### config.mk
export PLATFORM = sky130hd
export DESIGN_NAME = maxpool8_pack
export DESIGN_NICKNAME = d
export VERILOG_FILES = /design/src/rtl/maxpool8_pack_pkg.sv /design/src/rtl/maxpool8_pack_pool_lane.sv /design/src/rtl/maxpool8_pack.sv
export SDC_FILE = /design/constraint.sdc
export NUM_CORES = 1
export LEC_CHECK = 0
export BUFFER_PORTS_ARGS = -buffer_cell sky130_fd_sc_hd__buf_2
export CORE_UTILIZATION = 40
export DETAILED_ROUTE_END_ITERATION = 7
export SLEW_MARGIN = 20
export SYNTH_ARGS = -nofsm -noshare
export SYNTH_HDL_FRONTEND = slang
export SYNTH_SLANG_ARGS = --single-unit
### constraint.sdc
create_clock -name clk_cal -period 3.79 [get_ports clk_cal]
set_input_delay 0.5685 -clock clk_cal [delete_from_list [all_inputs] [get_ports clk_cal]]
set_output_delay 0.5685 -clock clk_cal [all_outputs]
set_load 0.01 [all_outputs]
### src/rtl/maxpool8_pack_pkg.sv
// Shared widths and defaults for the 8-lane max-pool / feature-map packer.
package maxpool8_pack_pkg;
    localparam int BYTE_W           = 8;
    localparam int NUM_LANES        = 8;
    localparam int FM_WORD_W        = NUM_LANES * BYTE_W;
    localparam int AW_DEFAULT       = 10;
    localparam int POOL_LEN_DEFAULT = 2;
endpackage

### src/rtl/maxpool8_pack_pool_lane.sv
// One lane's running-max register; nxt is the value max takes on an accepted sample.
module maxpool8_pack_pool_lane #(
    parameter int DW = 8
) (
    input  logic          clk_cal,
    input  logic          rst_cal,
    input  logic          clr,
    input  logic          acc,
    input  logic          first,
    input  logic [DW-1:0] din,
    output logic [DW-1:0] max,
    output logic [DW-1:0] nxt
);

    // The first sample of a window replaces the stale max instead of comparing against it.
    always_comb begin
        nxt = (first || (din > max)) ? din : max;
    end

    always_ff @(posedge clk_cal) begin
        if (rst_cal || clr) begin
            max <= '0;
        end else if (acc) begin
            max <= nxt;
        end
    end

endmodule

### src/rtl/maxpool8_pack.sv
// 1-D max pooling over POOL_LEN valid samples per lane, packed into 64-bit feature-map SRAM writes.
module maxpool8_pack
    import maxpool8_pack_pkg::*;
#(
    parameter int LANES    = NUM_LANES,
    parameter int DW       = BYTE_W,
    parameter int POOL_LEN = POOL_LEN_DEFAULT,
    parameter int AW       = AW_DEFAULT
) (
    input  logic                clk_cal,
    input  logic                rst_cal,
    input  logic                layer_start,
    input  logic                pool_en,
    input  logic                flush,
    input  logic [LANES*DW-1:0] pool_din,
    input  logic [LANES-1:0]    pool_din_vld,
    output logic                fm_wr_en,
    output logic [AW-1:0]       fm_wr_addr,
    output logic [LANES*DW-1:0] fm_wr_data,
    output logic [AW:0]         fm_wr_cnt,
    output logic                err_vld_mis
);

    logic                pool_en_q;
    logic [3:0]          win_cnt;
    logic [3:0]          len_eff;
    logic [AW-1:0]       next_addr;
    logic                acc;
    logic                mixed;
    logic                first;
    logic                complete;
    logic                emit;
    logic [LANES*DW-1:0] max_all;
    logic [LANES*DW-1:0] nxt_all;
    logic [LANES*DW-1:0] data_nxt;

    // layer_start wins over everything else presented in the same cycle.
    always_comb begin
        len_eff  = pool_en_q ? 4'(POOL_LEN) : 4'd1;
        acc      = !layer_start && (&pool_din_vld);
        mixed    = !layer_start && (|pool_din_vld) && !(&pool_din_vld);
        first    = (win_cnt == 4'd0);
        complete = acc && (win_cnt == (len_eff - 4'd1));
        emit     = complete || (!layer_start && flush && (acc || (win_cnt != 4'd0)));
        data_nxt = acc ? nxt_all : max_all;
    end

    for (genvar i = 0; i < LANES; i++) begin : g_lane
        maxpool8_pack_pool_lane #(.DW(DW)) u_lane (
            .clk_cal (clk_cal),
            .rst_cal (rst_cal),
            .clr     (layer_start),
            .acc     (acc),
            .first   (first),
            .din     (pool_din[i*DW +: DW]),
            .max     (max_all[i*DW +: DW]),
            .nxt     (nxt_all[i*DW +: DW])
        );
    end

    always_ff @(posedge clk_cal) begin
        if (rst_cal) begin
            pool_en_q   <= 1'b0;
            win_cnt     <= '0;
            next_addr   <= '0;
            fm_wr_en    <= 1'b0;
            fm_wr_addr  <= '0;
            fm_wr_data  <= '0;
            fm_wr_cnt   <= '0;
            err_vld_mis <= 1'b0;
        end else begin
            fm_wr_en <= emit;
            if (layer_start) begin
                pool_en_q   <= pool_en;
                win_cnt     <= '0;
                next_addr   <= '0;
                fm_wr_addr  <= '0;
                fm_wr_cnt   <= '0;
                err_vld_mis <= 1'b0;
            end else begin
                if (mixed) begin
                    err_vld_mis <= 1'b1;
                end
                if (emit) begin
                    win_cnt    <= '0;
                    fm_wr_data <= data_nxt;
                    fm_wr_addr <= next_addr;
                    next_addr  <= next_addr + 1'b1;
                    // MSB set means the count has reached 2^AW and stays there.
                    if (!fm_wr_cnt[AW]) begin
                        fm_wr_cnt <= fm_wr_cnt + 1'b1;
                    end
                end else if (acc) begin
                    win_cnt <= win_cnt + 4'd1;
                end
            end
        end
    end

endmodule

## Word-level counts from Yosys, hierarchy flattened

Cells that the tools add are included.

- Logic and storage cells: 70
- Output and inout bits: 87
- Input bits: 77
- Bits in registers: 166

- $lt $le $gt $ge: 8
- Muxes and demuxes: 11
- Reduce and logical (&&, ||, !) cells: 27
- Bitwise logic cells: 2
- Equal/unequal tests: 1
- Add/sub/neg operators: 4

Operator list:

| kind | count |
|---|---|
| 8-bit > comparator | 8 |
| 64-bit 2-to-1 mux | 1 |
| 8-bit 2-to-1 mux | 8 |
| 11-bit by 1-bit adder with 11-bit output, second input constant | 1 |
| 1-bit logical OR | 11 |
| 11-bit 2-to-1 mux | 1 |
| 10-bit by 1-bit adder with 10-bit output, second input constant | 1 |
| 8-bit AND reduction | 1 |
| 8-bit OR reduction | 1 |
| 1-bit logical AND | 6 |
| 4-bit by 1-bit adder with 4-bit output, second input constant | 1 |
| 4-bit equality test | 1 |
| 4-bit logical NOT | 1 |
| 2-bit AND reduction | 2 |
| 4-bit nonzero test | 1 |
| 3-bit OR reduction | 1 |
| 2-bit by 1-bit subtractor with 3-bit output, second input constant | 1 |
| 1-bit logical NOT | 2 |
| 2-bit 2-to-1 mux | 1 |
| 1-bit inverter | 2 |
| 2-bit OR reduction | 1 |

## Depth between registers and ports, before layout

Gate-level depths: netlist of the first run.

- Depth after elaboration: 6
- Mapped depth: 10
- Gate-level depth less buffers: 8

## Modules after synthesis

A second synthesis of the first run with hierarchy kept.

- Cells, all modules: 1304
- Area, all modules: 10886.7 um^2

By module, submodules not included:

| module | sequential area each (um^2) | area each (um^2) | cells each | times used |
|---|---|---|---|---|
| maxpool8_pack_pool_lane | 160.2 | 799.5 | 102 | 8 |
| maxpool8_pack | 2042.0 | 4490.6 | 488 | 1 |

## Worst setup path before layout of the first run

No wires, ideal clock.

- Kind: input to register
- Start point: input port pool_din[17]
- End point: register fm_wr_data[20]
- Data required time: 3665 ps
- Cell stages on the path: 7
- Setup slack: 1636 ps
- Buffers on the path: 0
- Data arrival time: 2029 ps
- Library setup time: 125 ps
- Cell sequence: ha_1 nor2b_1 o211ai_1 a21oi_1 o311ai_4 mux2i_1 o2bb2ai_1

- Longest elaborated chain between the ends: 4

RTL lines:

| item | line | RTL |
|---|---|---|
| start, declared | maxpool8_pack.sv:15 | `input logic [LANES*DW-1:0] pool_din,` |
| 8-bit > comparator | maxpool8_pack_pool_lane.sv:17 | `nxt = (first \|\| (din > max)) ? din : max;` |
| 1-bit logical OR | maxpool8_pack_pool_lane.sv:17 |  |
| 8-bit 2-to-1 mux | maxpool8_pack_pool_lane.sv:17 |  |
| 64-bit 2-to-1 mux | maxpool8_pack.sv:45 | `data_nxt = acc ? nxt_all : max_all;` |
| end signal, assigned | maxpool8_pack.sv:86 | `fm_wr_data <= data_nxt;` |
| end, declared | maxpool8_pack.sv:19 | `output logic [LANES*DW-1:0] fm_wr_data,` |

Every way passes these cells.
A chain may end at the register's enable or synchronous reset.

## Worst setup path in the final report of the first run

- Start point: register win_cnt[1]
- End point: register fm_wr_data[0]

- Longest elaborated chain between the ends: 5
- Elaborated cells on any way between the ends: 11
- Classes of those cells: 1 x eq/ne; 2 x mux; 8 x reduce/logical

RTL lines:

| item | line | RTL |
|---|---|---|
| start, declared | maxpool8_pack.sv:25 | `logic [3:0] win_cnt;` |
| start signal, assigned | maxpool8_pack.sv:94 | `win_cnt <= win_cnt + 4'd1;` |
| 4-bit nonzero test | maxpool8_pack.sv:44 | `emit = complete \|\| (!layer_start && flush && (acc \|\| (win_cnt != 4'd0)));` |
| 1-bit logical OR | maxpool8_pack.sv:44 |  |
| 1-bit logical AND | maxpool8_pack.sv:44 |  |
| 1-bit logical OR | maxpool8_pack.sv:44 |  |
| 2-bit AND reduction (no line) | -- |  |

Several ways; a longest one is shown, not always the timed one.

==> key figures, run 1 <==
Routing
  • Number of DRC markers in iteration 0: roughly 190
  • Vias: between 5000 and 6000
  • Antenna-violating nets left: 0
  • Routed len/inst: ~14 µm
  • Via density: around 5.0
  • Final WL: between 15000 and 20000 µm
  • Number of iterations in the first detailed-routing pass: 4
  • Residual DRC: 0

Power
  • Leak: slightly above 4 nW
  • Total chip power: between 3 and 4 mW
  • Pwr Density: about 400 nW/µm²
  • Max rail drop VDD: 288 µV

Logic synthesis
  • Mapped cell area: roughly 7600 µm²
  • Sequential share of the synthesized area: 0.436
  • Post-synth top area share: 0.436
  • Netlist cell types: 43
  • Post-synth EDFFs: 0
  • Mapped Cells: approximately 770
  • Flops & latches, synth: between 150 and 200
  • Main synth FF type: dfxtp_1
  • Fraction of registers with async set or reset after synthesis: 0
  • Synthesis Warnings: 0
  • Post-Syn Area per Cell: between 9 and 10 µm²
  • Syn Nets: roughly 900
  • Area contributors post-synth: dfxtp_1, ha_1, mux2i_1
  • Synth area leader: dfxtp_1

Global route
  • First-pass GRT wire length: roughly 27000 µm
  • Largest net degree at the start of global routing: between 60 and 70
  • Initial antenna violation count: 1
  • Grt ovf: 0
  • Vias in the first global route: ~5600
  • GRT Overall Usage: 0.173

Floorplanning
  • IO Pins: roughly 160
  • Starting Density: 0.407
  • Chip width: 140 µm
  • Die Span Y: 140 µm
  • Rows: 50
  • Die outline area: approximately 20000 µm²
  • Total core area: between 15000 and 20000 µm²

Setup path
  • Critical Path Max Stage Delay: roughly 630 ps
  • WS Path Type: reg2reg
  • CP Max Fanout: 64
  • Critical Path Start Type: register
  • Worst Path Required: a little over 4000 ps
  • Critical-path top delay cell: buf_4
  • CP arrival: about 3000 ps
  • Crit-path cells: inv_1 -> ha_1 -> nor3b_4 -> o21ai_2 -> a32oi_4 -> nor2_2 -> nor2_4 -> buf_4 -> o2bb2ai_1
  • Crit path capture type: register

Clock tree
  • # clock sinks: between 150 and 200
  • H-tree levels: 4
  • Hold-fix buffers, CTS: 0
  • Post-CTS setup buffer count: 0
  • Clock Path Buffers: 2
  • Clk_lat worst skew: between 400 and 500 ps
  • Clock buffer count from CTS: 17
  • CTS resizes: 0
  • CTS tree: built
  • Clock transition at path regs: 70 ps
  • Clock root buffer: clkbuf_16

Job
  • Max-cap violations: 0

Layout
  • Layout cell share with drive strength beyond 1: 0.239
  • Final net count: roughly 1100
  • ANT cells: 0
  • Layout fillers: roughly 1800
  • Area grow syn2layout: 21.2%
  • Area occupied by multi-input gates: approximately 3900 µm²
  • Most common cell after layout, fill and taps aside: dfxtp_1
  • Reg area: approximately 3300 µm²
  • Most frequent cells in the layout: dfxtp_1, buf_2, nor2_1
  • Final Instance Area: around 9200 µm²

Timing
  • Final Hold Fails: 0
  • Slew @ Worst Pin: around 800 ps
  • Post-route clock period utilization: 0.723
  • Clock skew: roughly 6.4 ps
  • Fmax: ~360 MHz
  • Crit path time final: roughly 2700 ps
  • Slew HR: 0.453
  • # setup viols final: 0
  • Setup_tns: 0 ps
  • Final Worst Setup Slack: between 1000 and 1500 ps
  • RSZ-0062 raised after global routing: no
  • Count of final max-slew check failures: 0

Placed design
  • Port bufs: approximately 160
  • HPWL Detailed: between 10000 and 15000 µm
  • Area after DPL: between 8000 and 9000 µm²
  • Setup WS pre-CTS: roughly 970 ps
  • Last weighted congestion value of the routability-driven placer: approximately 0.77

Worst hold path
  • Hold WC Path Type: in2reg

Outcome
  • Status: completed
through the flow:
stage,hold slack [ps],util,cells
6_report,413,0.494,1168
3_5_place_dp,441,0.462,1136
5_1_grt,411,0.494,1168
2_1_floorplan,440,-,766
3_3_place_gp,439,0.462,1136
4_1_cts,386,0.494,1168
synthesized netlist by cell type, types with 6 or more instances:
| cell type | n |
|---|---|
| nor2_1 | 87 |
| buf_2 | 17 |
| clkbuf_1 | 13 |
| a21oi_1 | 45 |
| ha_1 | 68 |
| dfxtp_1 | 166 |
| nand4_1 | 21 |
| o211ai_1 | 10 |
| nor2b_1 | 8 |
| nor3_1 | 9 |
| nor4_1 | 8 |
| xnor2_1 | 17 |
| o21ai_0 | 9 |
| o2bb2ai_1 | 64 |
| nand3_1 | 6 |
| o311ai_4 | 8 |
| inv_1 | 67 |
| mux2i_1 | 67 |
| or3_1 | 7 |
| nand2_1 | 40 |
layer usage:
| layer | global-route usage | vias to the layer above | routed length [µm] |
|---|---|---|---|
| met3 | 0.0496 | 19 | 923 |
| met4 | 0.0625 | 2 | 219 |
| met5 | 0 | - | 13 |
| met2 | 0.273 | 111 | 7300 |
| met1 | 0.225 | 2648 | 8000 |
| li1 | - | 3015 | - |
registers in the layout, indices dropped and copies added (netlist names):
name and flops:
fm_wr_addr 10, fm_wr_en 1, next_addr 10, g_lane.u_lane.max 64, pool_en_q 1, fm_wr_data 64, fm_wr_cnt 11, err_vld_mis 1
win_cnt 4
worst max-delay path, delay by kind of cell, from the launching register on:
family          cells  cell delay, ps
fa+ha+maj           1             160
compound gates      3             760
flops               1             330
buf+inv             2             750
simple gates        3             640
final cells by class:
type / count / area share
multi-input cells: 500 / 0.422
flip-flops and latches: 166 / 0.360
repair buffers: 169 / 0.0960
clock buffers: 18 / 0.0476
well taps: 234 / 0.0317
inverters: 67 / 0.0272
clock inverters: 14 / 0.0160
cells by family after synthesis:
group / Yosys count / synth area share
and+or+nand+nor: 208 / 0.137
muxes: 67 / 0.0880
DFF: 166 / 0.436
adders and majority gates: 68 / 0.112
xor gates and xnor gates: 19 / 0.0218
buffers and inverters: 100 / 0.0535
AOI/OAI and AO/OA: 138 / 0.151
final timing paths:
check / start / endpoint / slack (ps) / depth (start not counted)
hold reg to reg: fm_wr_addr[6] / fm_wr_addr[6] / 450 / 2
setup reg to reg: win_cnt[1] / fm_wr_data[0] / 1050 / 9
hold / removal: pool_en / pool_en_q / 410 / 3
setup / recovery: win_cnt[1] / fm_wr_data[0] / 1050 / 9
power by group:
part	switching, mW	total, mW	internal [mW]
Sequential	0.000794	1.75	1.75
Combinational	0.111	0.186	0.0750
Clock	0.726	1.72	0.993
(Power assumes the default switching activity.)
==> run 2: changes to the inputs <==
==> constraint.sdc (replaced) <==
create_clock -name clk_cal -period 2.9 [get_ports clk_cal]
set_input_delay 0.435 -clock clk_cal [delete_from_list [all_inputs] [get_ports clk_cal]]
set_output_delay 0.435 -clock clk_cal [all_outputs]
set_load 0.01 [all_outputs]
==> key figures, run 2 (synthesis results as in run 1) <==
Outcome
  • Status: completed

Layout
  • Layout fillers: 1745
  • Final net count: 1071
  • Area grow syn2layout: 21.2%
  • Most common cell after layout, fill and taps aside: dfxtp_1
  • Layout cell share with drive strength beyond 1: 0.242
  • Biggest regs: fm_wr_data x64, g_lane.u_lane.max x64, fm_wr_cnt x11
  • Most frequent cells in the layout: dfxtp_1, buf_2, nor2_1

Power
  • Leak: slightly above 4 nW
  • Pwr Density: ~510 nW/µm²
  • Max rail drop VDD: between 300 and 400 µV
  • Total chip power: ~4.7 mW

Timing
  • Crit path time final: around 2300 ps
  • Slew HR: 0.489
  • Clock skew: just over 9 ps
  • RSZ-0062 raised after global routing: no
  • Count of final max-slew check failures: 0
  • Setup_tns: 0 ps
  • Slew @ Worst Pin: 767 ps
  • Post-route clock period utilization: 0.795
  • Final Hold Fails: 0
  • Fmax: 434 MHz
  • # setup viols final: 0

Routing
  • Final WL: between 15000 and 20000 µm
  • Residual DRC: 0
  • Antenna-violating nets left: 0
  • Vias: about 6000
  • Number of DRC markers in iteration 0: between 150 and 200
  • Routed len/inst: between 10 and 15 µm
  • Via density: ~5
  • Number of iterations in the first detailed-routing pass: 4

Worst hold path
  • Worst hold endpoint: pool_en_q
  • Hold Path Depth: 3
  • Hold WC Path Type: in2reg
  • HP Start: pool_en

Setup path
  • Crit path capture type: register
  • R2R Setup Slk: a little under 600 ps
  • CP Max Fanout: 16
  • Reg-to-Reg Start: win_cnt[0]
  • CP arrival: ~2600 ps
  • WS Path Type: reg2reg
  • Worst Path Required: 3200 ps
  • Critical Path Start Type: register
  • Reg2Reg Depth: 8
  • Worst reg2reg path endpoint: fm_wr_data[54]

Global route
  • Initial antenna violation count: 2
  • GRT Overall Usage: 0.177
  • Vias in the first global route: 5601
  • First-pass GRT wire length: approximately 27000 µm
  • Grt ovf: 0
  • Largest net degree at the start of global routing: 62

Placed design
  • HPWL Detailed: roughly 12000 µm
  • Port bufs: 163
  • Last weighted congestion value of the routability-driven placer: ~0.76

Clock tree
  • Hold-fix buffers, CTS: 0
  • # clock sinks: 166
  • H-tree levels: 4
  • Clk_lat worst skew: 430 ps
  • Clock root buffer: clkbuf_16
  • CTS resizes: 0
  • CTS tree: built
  • Clock transition at path regs: roughly 60 ps
  • Clock buffer count from CTS: 17
  • Clock Path Buffers: 2
  • Post-CTS setup buffer count: 0

Job
  • Max-cap violations: 0

Floorplanning
  • Total core area: between 15000 and 20000 µm²
  • Die outline area: 19600 µm²
  • Chip width: 140 µm
  • IO Pins: about 160
  • Starting Density: 0.407
  • Rows: 50
  • Die Span Y: approximately 140 µm
-- run 2: cell count changes in the layout (fill, tap and decap cells not counted), sizes merged --
cell    delta
bufinv     -1
diode      +1
clkinv     +1
clkbuf     +3
inv        -3
buf        +5
-- run 2: through the flow --
stage	util	hold slack, ps	std cells	area [µm²]	setup slack (ps)
floorplan	-	440	766	7620	879
global placement	0.463	441	1141	8660	536
detailed placement	0.463	441	1141	8660	518
CTS	0.493	269	1173	9230	569
global route	0.493	275	1174	9230	433
finish	0.493	280	1174	9230	595
-- run 2: where the power goes --
part           internal (mW)  switching [mW]  leakage, nW  total (mW)
sequential              2.28         0.00134         1.34        2.28
combinational         0.0992           0.146         2.44       0.246
clock                   1.25           0.949        0.279        2.20
-- run 2: worst max-delay path by stage --
stage	startpoint	end	slack [ps]	cells after the start
finish	win_cnt[0]	fm_wr_data[54]	590	8
floorplan	pool_din[17]	fm_wr_data[20]	880	7
CTS	win_cnt[0]	fm_wr_data[40]	570	8
global placement	pool_din[49]	fm_wr_data[53]	540	8
global route	win_cnt[0]	fm_wr_data[42]	430	7
detailed placement	pool_din[49]	fm_wr_data[52]	520	8
-- run 2: final cells by class --
| type | count | area (µm²) | share of cell area |
|---|---|---|---|
| diodes | 1 | 2.50 | 0.000271 |
| clock buffers | 21 | 470 | 0.0510 |
| clock inverters | 11 | 100 | 0.0108 |
| inverters | 67 | 251 | 0.0272 |
| multi-input cells | 500 | 3890 | 0.422 |
| flip-flops and latches | 166 | 3320 | 0.360 |
| well taps | 234 | 293 | 0.0317 |
| repair buffers | 174 | 898 | 0.0973 |
-- run 2: worst max-delay path, stage by stage (launching register included) --
cell       delay, ps
dfxtp_1          420
inv_1             70
ha_1             190
nor3b_4          150
buf_4            260
or3_1            450
o311ai_4         210
mux2i_1          320
o2bb2ai_1        100
-- run 2: layer usage --
| layer | vias to the layer above | track usage | part of all wire |
|---|---|---|---|
| li1 | 3044 | - | - |
| met2 | 114 | 0.287 | 0.45 |
| met5 | - | 0 | 0.00077 |
| met3 | 20 | 0.0574 | 0.059 |
| met4 | 2 | 0.0700 | 0.021 |
| met1 | 2674 | 0.218 | 0.47 |
